`config.mk`:
```
export PLATFORM = sky130hd
export DESIGN_NAME = m16_simd_accum
export DESIGN_NICKNAME = d
export VERILOG_FILES = /design/src/rtl/m16_pkg.sv /design/src/rtl/m16_simd_add.sv /design/src/rtl/m16_simd_accum.sv
export SDC_FILE = /design/constraint.sdc
export NUM_CORES = 1
export LEC_CHECK = 0
export ABC_AREA = 1
export ABC_CLOCK_PERIOD_IN_PS = 8700
export CAP_MARGIN = 25
export CORE_MARGIN = 3
export CORE_UTILIZATION = 25
export CTS_CLUSTER_SIZE = 25
export DETAILED_ROUTE_END_ITERATION = 12
export PLACE_DENSITY_LB_ADDON = 0.08
export SYNTH_ARGS = -nofsm -noshare
export SYNTH_HDL_FRONTEND = slang
export SYNTH_SLANG_ARGS = --single-unit
```
`constraint.sdc`:
```
create_clock -name i_clk -period 8.7 [get_ports i_clk]
set_input_delay 1.74 -clock i_clk [delete_from_list [all_inputs] [get_ports i_clk]]
set_output_delay 1.74 -clock i_clk [all_outputs]
set_load 0.02 [all_outputs]
```
`src/rtl/m16_pkg.sv`:
```
// Shared definitions for the M16 partitioned datapath: lane width
// encodings, sequencer states, lane saturation limits and small helpers.
package m16_pkg;

  localparam logic [1:0] W4  = 2'b00;
  localparam logic [1:0] W8  = 2'b01;
  localparam logic [1:0] W16 = 2'b10;

  typedef enum logic [1:0] {IDLE, ACC, DONE} state_e;

  localparam logic [3:0]  LMAX4  = 4'h7;
  localparam logic [3:0]  LMIN4  = 4'h8;
  localparam logic [7:0]  LMAX8  = 8'h7F;
  localparam logic [7:0]  LMIN8  = 8'h80;
  localparam logic [15:0] LMAX16 = 16'h7FFF;
  localparam logic [15:0] LMIN16 = 16'h8000;

  // The reserved encoding 2'b11 behaves as a single 16-bit lane.
  function automatic logic [1:0] norm_width(input logic [1:0] w);
    return (w == 2'b11) ? W16 : w;
  endfunction

  // Index of the top nibble of the lane that contains nibble k.
  function automatic int lane_top(input logic [1:0] w, input int k);
    case (w)
      W4:      return k;
      W8:      return k | 1;
      default: return 3;
    endcase
  endfunction

  // Full-word clamp pattern; every lane is filled with its max or min.
  function automatic logic [15:0] clamp_pat(input logic [1:0] w, input logic neg);
    case (w)
      W4:      return neg ? {4{LMIN4}} : {4{LMAX4}};
      W8:      return neg ? {2{LMIN8}} : {2{LMAX8}};
      default: return neg ? LMIN16 : LMAX16;
    endcase
  endfunction

endpackage

```
`src/rtl/m16_simd_add.sv`:
```
// Partitioned 16-bit adder: four nibble slices, carry gated at each lane
// boundary, signed overflow reported at each lane's top nibble index and
// optional per-lane clamp to the lane max/min.
module m16_simd_add
  import m16_pkg::*;
(
  input  logic [15:0] i_a,
  input  logic [15:0] i_b,
  input  logic [1:0]  i_width,
  input  logic        i_sat,
  output logic [15:0] o_sum,
  output logic [3:0]  o_ovf
);

  logic [1:0]  w_w;
  logic [15:0] w_raw;
  logic [3:0]  w_lov;

  assign w_w   = norm_width(i_width);
  assign o_ovf = w_lov;

  // Nibble carry chain; the carry is dropped when a new lane starts.
  always_comb begin
    logic       c;
    logic [4:0] t;
    w_raw = '0;
    c     = 1'b0;
    t     = '0;
    for (int k = 0; k < 4; k++) begin
      if (k == 0 || lane_top(w_w, k - 1) == k - 1) c = 1'b0;
      t = {1'b0, i_a[4*k +: 4]} + {1'b0, i_b[4*k +: 4]} + {4'b0, c};
      w_raw[4*k +: 4] = t[3:0];
      c = t[4];
    end
  end

  // Signed overflow per lane, flagged only at the lane's top nibble.
  always_comb begin
    w_lov = '0;
    for (int k = 0; k < 4; k++) begin
      if (lane_top(w_w, k) == k)
        w_lov[k] = (i_a[4*k+3] == i_b[4*k+3]) && (w_raw[4*k+3] != i_a[4*k+3]);
    end
  end

  // Clamp each nibble of an overflowed lane; direction follows operand sign.
  always_comb begin
    int          tk;
    logic [15:0] pat;
    o_sum = w_raw;
    tk    = 0;
    pat   = '0;
    for (int k = 0; k < 4; k++) begin
      tk  = lane_top(w_w, k);
      pat = clamp_pat(w_w, i_a[4*tk+3]);
      if (i_sat && w_lov[tk]) o_sum[4*k +: 4] = pat[4*k +: 4];
    end
  end

endmodule

```
`src/rtl/m16_simd_accum.sv`:
```
// Multi-beat SIMD accumulate sequencer (IDLE -> ACC -> DONE).
// Optional abort port enabled by defining M16_ACC_ABORT_EN.
module m16_simd_accum
  import m16_pkg::*;
#(
  parameter int CNT_W = 8
) (
  input  logic             i_clk,
  input  logic             i_rst_n,
  input  logic             i_cmd_valid,
  output logic             o_cmd_ready,
  input  logic [1:0]       i_cmd_width,
  input  logic             i_cmd_sat,
  input  logic [CNT_W-1:0] i_cmd_count,
  input  logic             i_in_valid,
  output logic             o_in_ready,
  input  logic [15:0]      i_in_data,
  output logic             o_res_valid,
  input  logic             i_res_ready,
  output logic [15:0]      o_res_data,
  output logic [3:0]       o_res_ovf,
  output logic             o_busy
`ifdef M16_ACC_ABORT_EN
  ,
  input  logic             i_abort
`endif
);

  state_e           r_state, w_nstate;
  logic [1:0]       r_width, w_nwidth;
  logic             r_sat, w_nsat;
  logic [CNT_W-1:0] r_rem, w_nrem;
  logic [15:0]      r_acc, w_nacc, w_sum;
  logic [3:0]       r_ovf, w_novf, w_aovf;
  logic             w_abort;

`ifdef M16_ACC_ABORT_EN
  assign w_abort = i_abort;
`else
  assign w_abort = 1'b0;
`endif

  m16_simd_add u_add (
    .i_a     (r_acc),
    .i_b     (i_in_data),
    .i_width (r_width),
    .i_sat   (r_sat),
    .o_sum   (w_sum),
    .o_ovf   (w_aovf)
  );

  // All handshake outputs decode straight from the state register.
  assign o_cmd_ready = (r_state == IDLE);
  assign o_in_ready  = (r_state == ACC);
  assign o_res_valid = (r_state == DONE);
  assign o_busy      = (r_state != IDLE);
  assign o_res_data  = r_acc;
  assign o_res_ovf   = r_ovf;

  // State and datapath registers.
  always_ff @(posedge i_clk or negedge i_rst_n) begin
    if (!i_rst_n) begin
      r_state <= IDLE;
      r_width <= W4;
      r_sat   <= 1'b0;
      r_rem   <= '0;
      r_acc   <= '0;
      r_ovf   <= '0;
    end else begin
      r_state <= w_nstate;
      r_width <= w_nwidth;
      r_sat   <= w_nsat;
      r_rem   <= w_nrem;
      r_acc   <= w_nacc;
      r_ovf   <= w_novf;
    end
  end

  // Next-state and datapath updates; abort overrides everything outside IDLE.
  always_comb begin
    w_nstate = r_state;
    w_nwidth = r_width;
    w_nsat   = r_sat;
    w_nrem   = r_rem;
    w_nacc   = r_acc;
    w_novf   = r_ovf;
    case (r_state)
      IDLE: if (i_cmd_valid) begin
        w_nwidth = norm_width(i_cmd_width);
        w_nsat   = i_cmd_sat;
        w_nrem   = i_cmd_count;
        w_nacc   = '0;
        w_novf   = '0;
        w_nstate = (i_cmd_count == '0) ? DONE : ACC;
      end
      ACC: if (i_in_valid) begin
        w_nacc = w_sum;
        w_novf = r_ovf | w_aovf;
        w_nrem = r_rem - 1'b1;
        if (r_rem == {{(CNT_W-1){1'b0}}, 1'b1}) w_nstate = DONE;
      end
      DONE: if (i_res_ready) w_nstate = IDLE;
      default: w_nstate = IDLE;
    endcase
    if (w_abort && r_state != IDLE) begin
      w_nstate = IDLE;
      w_nacc   = '0;
      w_novf   = '0;
    end
  end

endmodule

```
==> results of run 1 <==
-- area by class of cell --
class / count / area [um^2]
Clock buffer: 6 / 72.57
Inverter: 52 / 200.2
Multi-Input combinational cell: 232 / 1391
Tap cell: 129 / 161.4
Fill cell: 1050 / 6152
Sequential cell: 33 / 825.8
Timing Repair Buffer: 56 / 558.0
Clock inverter: 2 / 10.01
-- worst paths after layout --
check / startpoint / slack, ns / depth (start not counted) / endpoint
worst max-delay path: i_in_data[0] / 1.98 / 30 / o_res_data[4]$_DFFE_PN0P_
worst min-delay path: o_res_ovf[3]$_DFFE_PN0P_ / 0.49 / 1 / o_res_ovf[3]$_DFFE_PN0P_
worst max register to register: o_res_data[0]$_DFFE_PN0P_ / 3.48 / 29 / o_res_data[4]$_DFFE_PN0P_
worst min register to register: o_res_ovf[3]$_DFFE_PN0P_ / 0.49 / 1 / o_res_ovf[3]$_DFFE_PN0P_
max in group asynchronous: i_rst_n / 6.50 / 2 / r_rem[0]$_DFFE_PN0P_
min in group asynchronous: i_rst_n / 1.86 / 2 / o_res_data[9]$_DFFE_PN0P_
-- cell families after synthesis --
logic type,Yosys count
AOI/OAI and AO/OA,55
xor gates and xnor gates,9
adders and majority gates,21
buffers and inverters,56
DFF,33
and+or+nand+nor,147
-- power groups by stage --
stage | clock (mW) | sequential [mW] | combinational, mW
detailed placement | 0 | 0.294 | 0.706
finish | 0.118 | 0.291 | 0.698
global placement | 0 | 0.294 | 0.707
global route | 0.130 | 0.303 | 0.795
CTS | 0.124 | 0.292 | 0.710
floorplan | 0 | 0.324 | 0.445
-- cell usage after synthesis, types with 2 or more instances --
| cell type | instances | area, um^2 |
|---|---|---|
| a21oi_1 | 17 | 85.08 |
| buf_2 | 3 | 15.01 |
| dfrtp_1 | 33 | 825.8 |
| fa_1 | 7 | 140.1 |
| ha_1 | 14 | 175.2 |
| inv_1 | 45 | 168.9 |
| inv_2 | 5 | 18.77 |
| inv_4 | 2 | 12.51 |
| nand2_1 | 65 | 244.0 |
| nand2_2 | 7 | 43.79 |
| nand3_1 | 34 | 170.2 |
| nand3b_1 | 3 | 22.52 |
| nand4_1 | 4 | 25.02 |
| nor2_1 | 19 | 71.32 |
| nor2_4 | 4 | 45.04 |
| nor3_1 | 4 | 20.02 |
| nor4_1 | 2 | 12.51 |
| o211ai_1 | 2 | 15.01 |
| o21a_1 | 2 | 15.01 |
| o21ai_0 | 17 | 85.08 |
| o21ai_1 | 11 | 55.05 |
| o22ai_1 | 2 | 12.51 |
| xor2_1 | 8 | 70.07 |
-- critical path: cells and delay by family --
family / cells / cell delay (ns)
adders and majority gates: 7 / 2.64
and+or+nand+nor: 11 / 1.13
AOI/OAI and AO/OA: 7 / 0.67
buffers and inverters: 5 / 0.72
-- per-stage QoR --
stage                     utilization, %  instances  total power [mW]  hold WS [ns]  area, um^2
final                              34.35        510             1.107        0.4948        3219
after global routing               34.35        510             1.227        0.5239        3219
after CTS                          34.35        510             1.125        0.5028        3219
after detailed placement           33.47        502            0.9995        0.4840        3137
after global placement             33.47        502             1.002        0.4828        3137
after floorplan                        -        321            0.7685        0.4813        2444
-- routing by layer --
layer	part of all wire, %	vias to the layer above
li1	-	1160
met1	50	1048
met2	46	43
met3	3.2	10
met4	1.3	0
met5	0	-
-- flip-flops by register name, summed over array words and instances, names as in the netlist --
name        flops
r_sat           1
o_res_data     16
o_res_ovf       4
r_state         2
r_rem           8
r_width         2
==> run_results.csv, run 1 <==
group,metric,value,unit
status,status,"finished, final reports clean",
final_layout,final_cell_mix,"nand2_1, clkdlybuf4s50_1, inv_1",
power,p_sw,0.5478,mW
placement,place_ws,1.646,ns
worst_setup_path,startpoint_type,"primary input",
clock_tree,cts-root-buf,"clkbuf_8",
yosys,synthAdderAreaFrac,12.90,%
power,comb_power_share,63.1,%
routing,avgViaCountPerCell,4.433,
clock_tree,cts-resized-gates,0,
final_layout,nNetsFinal,433,
floorplanning,die_w,104.9,um
global_route,use_met1,18.63,%
global_route,grt_util_all_layers,12.96,%
routing,num_vias,2261,
global_route,grt_max_degree,34,
placement,numPortBuffers,55,
timing,max_freq,148.8,MHz
power,vdd_ir_drop_max,0.1050,mV
power,pwr-share-clk,10.6,%
global_route,use_met3,2.409,%
global_route,overflow,0,
yosys,synth.area.mux_share,0,%
floorplanning,rows,35,
routing,dr.first_iter.drc_count,86,
min_path,hold_path.class,"reg2reg",
clock_tree,cts_buffer_depth,2,
yosys,synth_compound_area_share,12.19,%
timing,post-route-period-util,77.24,%
worst_setup_path,cp_data_arrival_time,6.89,ns
worst_setup_path,path_class,"in2reg",
routing,remaining_drc_errors,0,
power,swShare,49.50,%
global_route,grt_use_met2,19.98,%
worst_setup_path,slowest_delay,0.46,ns
clock_tree,clk_pin_slew,0.07,ns
worst_setup_path,cp_common_cell,"fa_1",
flow_run,cap_violations,0,
power,powerDensity,343.8,nW/um^2
yosys,ys_types,34,
yosys,synth_fp_nets,374,
yosys,yosys.area_share.xor_xnor,3.226,%
clock_tree,clock_sinks,33,
clock_tree,post-cts-setup-buffers,0,
global_route,grt_first_pass_wirelength,11.47,mm
power,leakagePower,1.513,nW
yosys,yosys_register_bits,33,
global_route,grt_pass1_vias,2304,
routing,drt_wl_total,6.677,mm
worst_setup_path,worst_path_max_delay_cell,"clkdlybuf4s50_1",
timing,hold_viol_final,0,
clock_tree,cts_max_level,2,
yosys,syn_area,2444,um^2
floorplanning,start_util,26.07,%
final_layout,final_common_cell,"nand2_1",
worst_setup_path,endpoint_kind,"flop",
timing,finalSetupViolations,0,
yosys,yosys_warnings,0,
timing,drv_slew,0,
yosys,async_flop_share,100.0,%
worst_setup_path,crit_path_max_fanout,5,
yosys,synthSimpleGateAreaFrac,28.62,%
floorplanning,core-area,9371,um^2
routing,dr.pass1.iters,4,
timing,tns,0,ns
timing,rsz0062_at_grt,"no",
clock_tree,cts_tree,"done",
final_layout,n_antenna_cell,0,
global_route,antenna_found_initial,0,
floorplanning,dieArea,11000,um^2
yosys,ys_seq_area_share,33.79,%
timing,slew-limit-headroom,69.21,%
timing,worst_pin_slew,0.4618,ns
timing,setup_ws,1.980,ns
timing,fin_worst_skew,0.007445,ns
power,seqPwrFrac,26.3,%
clock_tree,cts_buffers,5,
timing,period_minus_slack,6.720,ns
placement,dp_hpwl,5.199,mm
clock_tree,clk_latency,0.29,ns
global_route,gr-max-usage-layer,"met2",
yosys,synth_top_family_by_area,"simple AND/OR/NAND/NOR gates",
floorplanning,dieHeight,104.9,um
yosys,synth_ff_type,"dfrtp_1",
routing,routedWlPerCell,13.09,um
placement,gp_congestion,0.7670,
floorplanning,io_pins,56,
worst_setup_path,cp.required,8.87,ns
power,power.internal,0.5589,mW
yosys,synth_edf_count,0,
yosys,syn_avg_cell_area,7.612,um^2
yosys,netlist_instances,321,
routing,drtAntennaViolNets,0,
clock_tree,hold_buffers,0,
final_layout,layout-drive-gt1-share,7.874,%
final_layout,syn_to_final_growth,31.75,%
No activity file was read; power rests on OpenSTA's default activity.
==> run 2, diff against run 1 <==
ABC_CLOCK_PERIOD_IN_PS = 6350   (was 8700)
clock period = 6.35 ns   (was 8.7 ns; I/O delays follow)
==> run 2 against run 1 <==
Wire length fell by 0.69%. Clock-buffer cell count unchanged. Clock skew increased by 0.0018 ns. Die area is the same. Final area grew 2.5%. Sequential share of layout area decreased by 0.63 points. Combinational power up 43%. First-iteration DRC count is 21% lower. Clock power rose by 36%. Global-route usage down 0.49 points. Sequential power is 37% higher. Cell count is 1.6% higher. Critical path type unchanged. Largest cell class unchanged.
==> run_results.csv, run 2 (same netlist as run 1, synthesis figures left out) <==
group,metric,value,unit
status,status,"finished, final reports clean",
timing,drv_slew,0,
final_layout,syn_to_final_growth,35.07,%
final_layout,largest_reg_flops,16,
floorplanning,rows,35,
global_route,grt_max_degree,34,
final_layout,final_cell_mix,"nand2_1, clkdlybuf4s50_1, inv_1",
clock_tree,clk_latency,0.29,ns
worst_setup_path,ff2ff_setup_slack,1.43,ns
final_layout,fill_cells,1022,
worst_setup_path,rr_endpoint,"o_res_data[15]$_DFFE_PN0P_",
min_path,whs_path_depth,1,
worst_setup_path,cp_data_arrival_time,6.15,ns
global_route,grt_first_pass_wirelength,11.19,mm
power,vdd_ir_drop_max,0.1591,mV
worst_setup_path,slowest_delay,0.46,ns
final_layout,finalNonFillerCells,518,
worst_setup_path,crit_path_max_fanout,4,
power,leakagePower,1.553,nW
timing,hold_viol_final,0,
timing,hold-worst-slack,0.5041,ns
clock_tree,clock_sinks,33,
clock_tree,cts_tree,"done",
worst_setup_path,endpoint_kind,"flop",
routing,routedWlPerCell,12.80,um
routing,num_vias,2303,
clock_tree,clk_pin_slew,0.07,ns
placement,dp_hpwl,5.217,mm
clock_tree,cts_buffer_depth,2,
final_layout,n_antenna_cell,0,
placement,numPortBuffers,55,
routing,dr.pass1.iters,4,
global_route,antenna_found_initial,0,
timing,worst_pin_slew,0.4589,ns
timing,fin_worst_skew,0.009259,ns
floorplanning,dieHeight,104.9,um
timing,slew-limit-headroom,69.41,%
timing,finalSetupViolations,0,
global_route,overflow,0,
global_route,grt_util_all_layers,12.48,%
placement,gp_congestion,0.7736,
routing,drt_wl_total,6.631,mm
floorplanning,core-area,9371,um^2
worst_setup_path,startpoint_type,"primary input",
power,powerDensity,471.4,nW/um^2
worst_setup_path,timing.rr.start,"o_res_data[0]$_DFFE_PN0P_",
final_layout,final_common_cell,"nand2_1",
floorplanning,start_util,26.07,%
routing,dr.first_iter.drc_count,68,
worst_setup_path,cp_common_cell,"inv_1",
final_layout,nNetsFinal,441,
floorplanning,die_w,104.9,um
final_layout,layout-drive-gt1-share,11.57,%
flow_run,cap_violations,0,
timing,post-route-period-util,93.76,%
timing,rsz0062_at_grt,"no",
clock_tree,cts-root-buf,"clkbuf_8",
clock_tree,cts_buffers,5,
worst_setup_path,cp.required,6.55,ns
clock_tree,cts_max_level,2,
routing,avgViaCountPerCell,4.446,
min_path,worstHoldStart,"o_res_ovf[2]$_DFFE_PN0P_",
floorplanning,io_pins,56,
worst_setup_path,path_class,"in2reg",
timing,max_freq,168.0,MHz
worst_setup_path,worst_path_max_delay_cell,"clkdlybuf4s50_1",
timing,period_minus_slack,5.954,ns
routing,drtAntennaViolNets,0,
floorplanning,dieArea,11000,um^2
min_path,hold_path.class,"reg2reg",
global_route,grt_pass1_vias,2289,
placement,dp.cells,509,
worst_setup_path,r2r_cells,29,
routing,remaining_drc_errors,0,
min_path,whs_endpoint,"o_res_ovf[2]$_DFFE_PN0P_",
-- run 2: changes by cell type in the layout (fill, tap and decap cells not counted), sizes merged --
cell,delta
buf,+8
-- run 2: cell type report --
cell class / instances / area [um^2] / share of cell area, %
Timing Repair Buffer: 64 / 618.1 / 18.73
Tap cell: 129 / 161.4 / 4.890
Clock buffer: 6 / 72.57 / 2.199
Multi-Input combinational cell: 232 / 1413 / 42.80
Inverter: 52 / 200.2 / 6.065
Clock inverter: 2 / 10.01 / 0.3033
Sequential cell: 33 / 825.8 / 25.02
-- run 2: worst max path at each step --
stage,from,to,cells after the start
after floorplan,i_in_data[0],o_res_data[5]$_DFFE_PN0P_,29
after global routing,i_in_data[0],o_res_data[15]$_DFFE_PN0P_,30
final,i_in_data[0],o_res_data[15]$_DFFE_PN0P_,30
after CTS,i_in_data[0],o_res_data[4]$_DFFE_PN0P_,30
after global placement,i_in_data[0],o_res_data[4]$_DFFE_PN0P_,30
after detailed placement,i_in_data[0],o_res_data[4]$_DFFE_PN0P_,30
-- run 2: metrics by stage --
step / util (%) / instance area (um^2) / worst slack (ns) / power (mW) / setup TNS, ns
global route: 35.22 / 3301 / 0.01392 / 1.723 / 0
CTS: 34.91 / 3272 / 0.1752 / 1.567 / 0
finish: 35.22 / 3301 / 0.3964 / 1.556 / 0
global placement: 34.03 / 3189 / -0.01013 / 1.402 / -0.01564
floorplan: - / 2444 / 0.7473 / 1.053 / 0
detailed placement: 34.03 / 3189 / -0.1161 / 1.399 / -1.036
-- run 2: metal layers --
metal / up-vias / global-route usage (%) / share of wire, %
li1: 1184 / - / -
met1: 1066 / 17.81 / 49
met2: 47 / 19.39 / 46
met3: 6 / 2.594 / 3.5
met4: 0 / 2.812 / 0.77
met5: - / 0 / 0
-- run 2: power breakdown --
part	switching, mW	total [mW]	internal, mW	leakage, nW
registers	0.0925	0.398	0.305	0.416
clock network	0.0841	0.160	0.0761	0.0450
logic	0.581	0.998	0.417	1.09
total	0.757	1.56	0.799	1.55
-- run 2: critical path: cells and delay by family --
kind | cells | cell delay, ns
AO/OA/AOI/OAI | 7 | 0.58
adder cells (fa/ha/maj) | 7 | 2.43
buffers and inverters | 7 | 0.93
AND/OR/NAND/NOR | 9 | 0.93
-- run 2: timing repair --
| item | 4_1_cts | 5_1_grt |
|---|---|---|
| setup buffers | 0 | 1 |
| gates resized for setup | 0 | 9 |
| endpoints found under the setup margin | 0 | 17 |
| hold buffers | 0 | 0 |
==> run 3, diff against run 2 <==
SLEW_MARGIN = 30   (was not set)
==> results of run 3 <==
No change in the layout: final DEF, timing and power equal those of run 2.
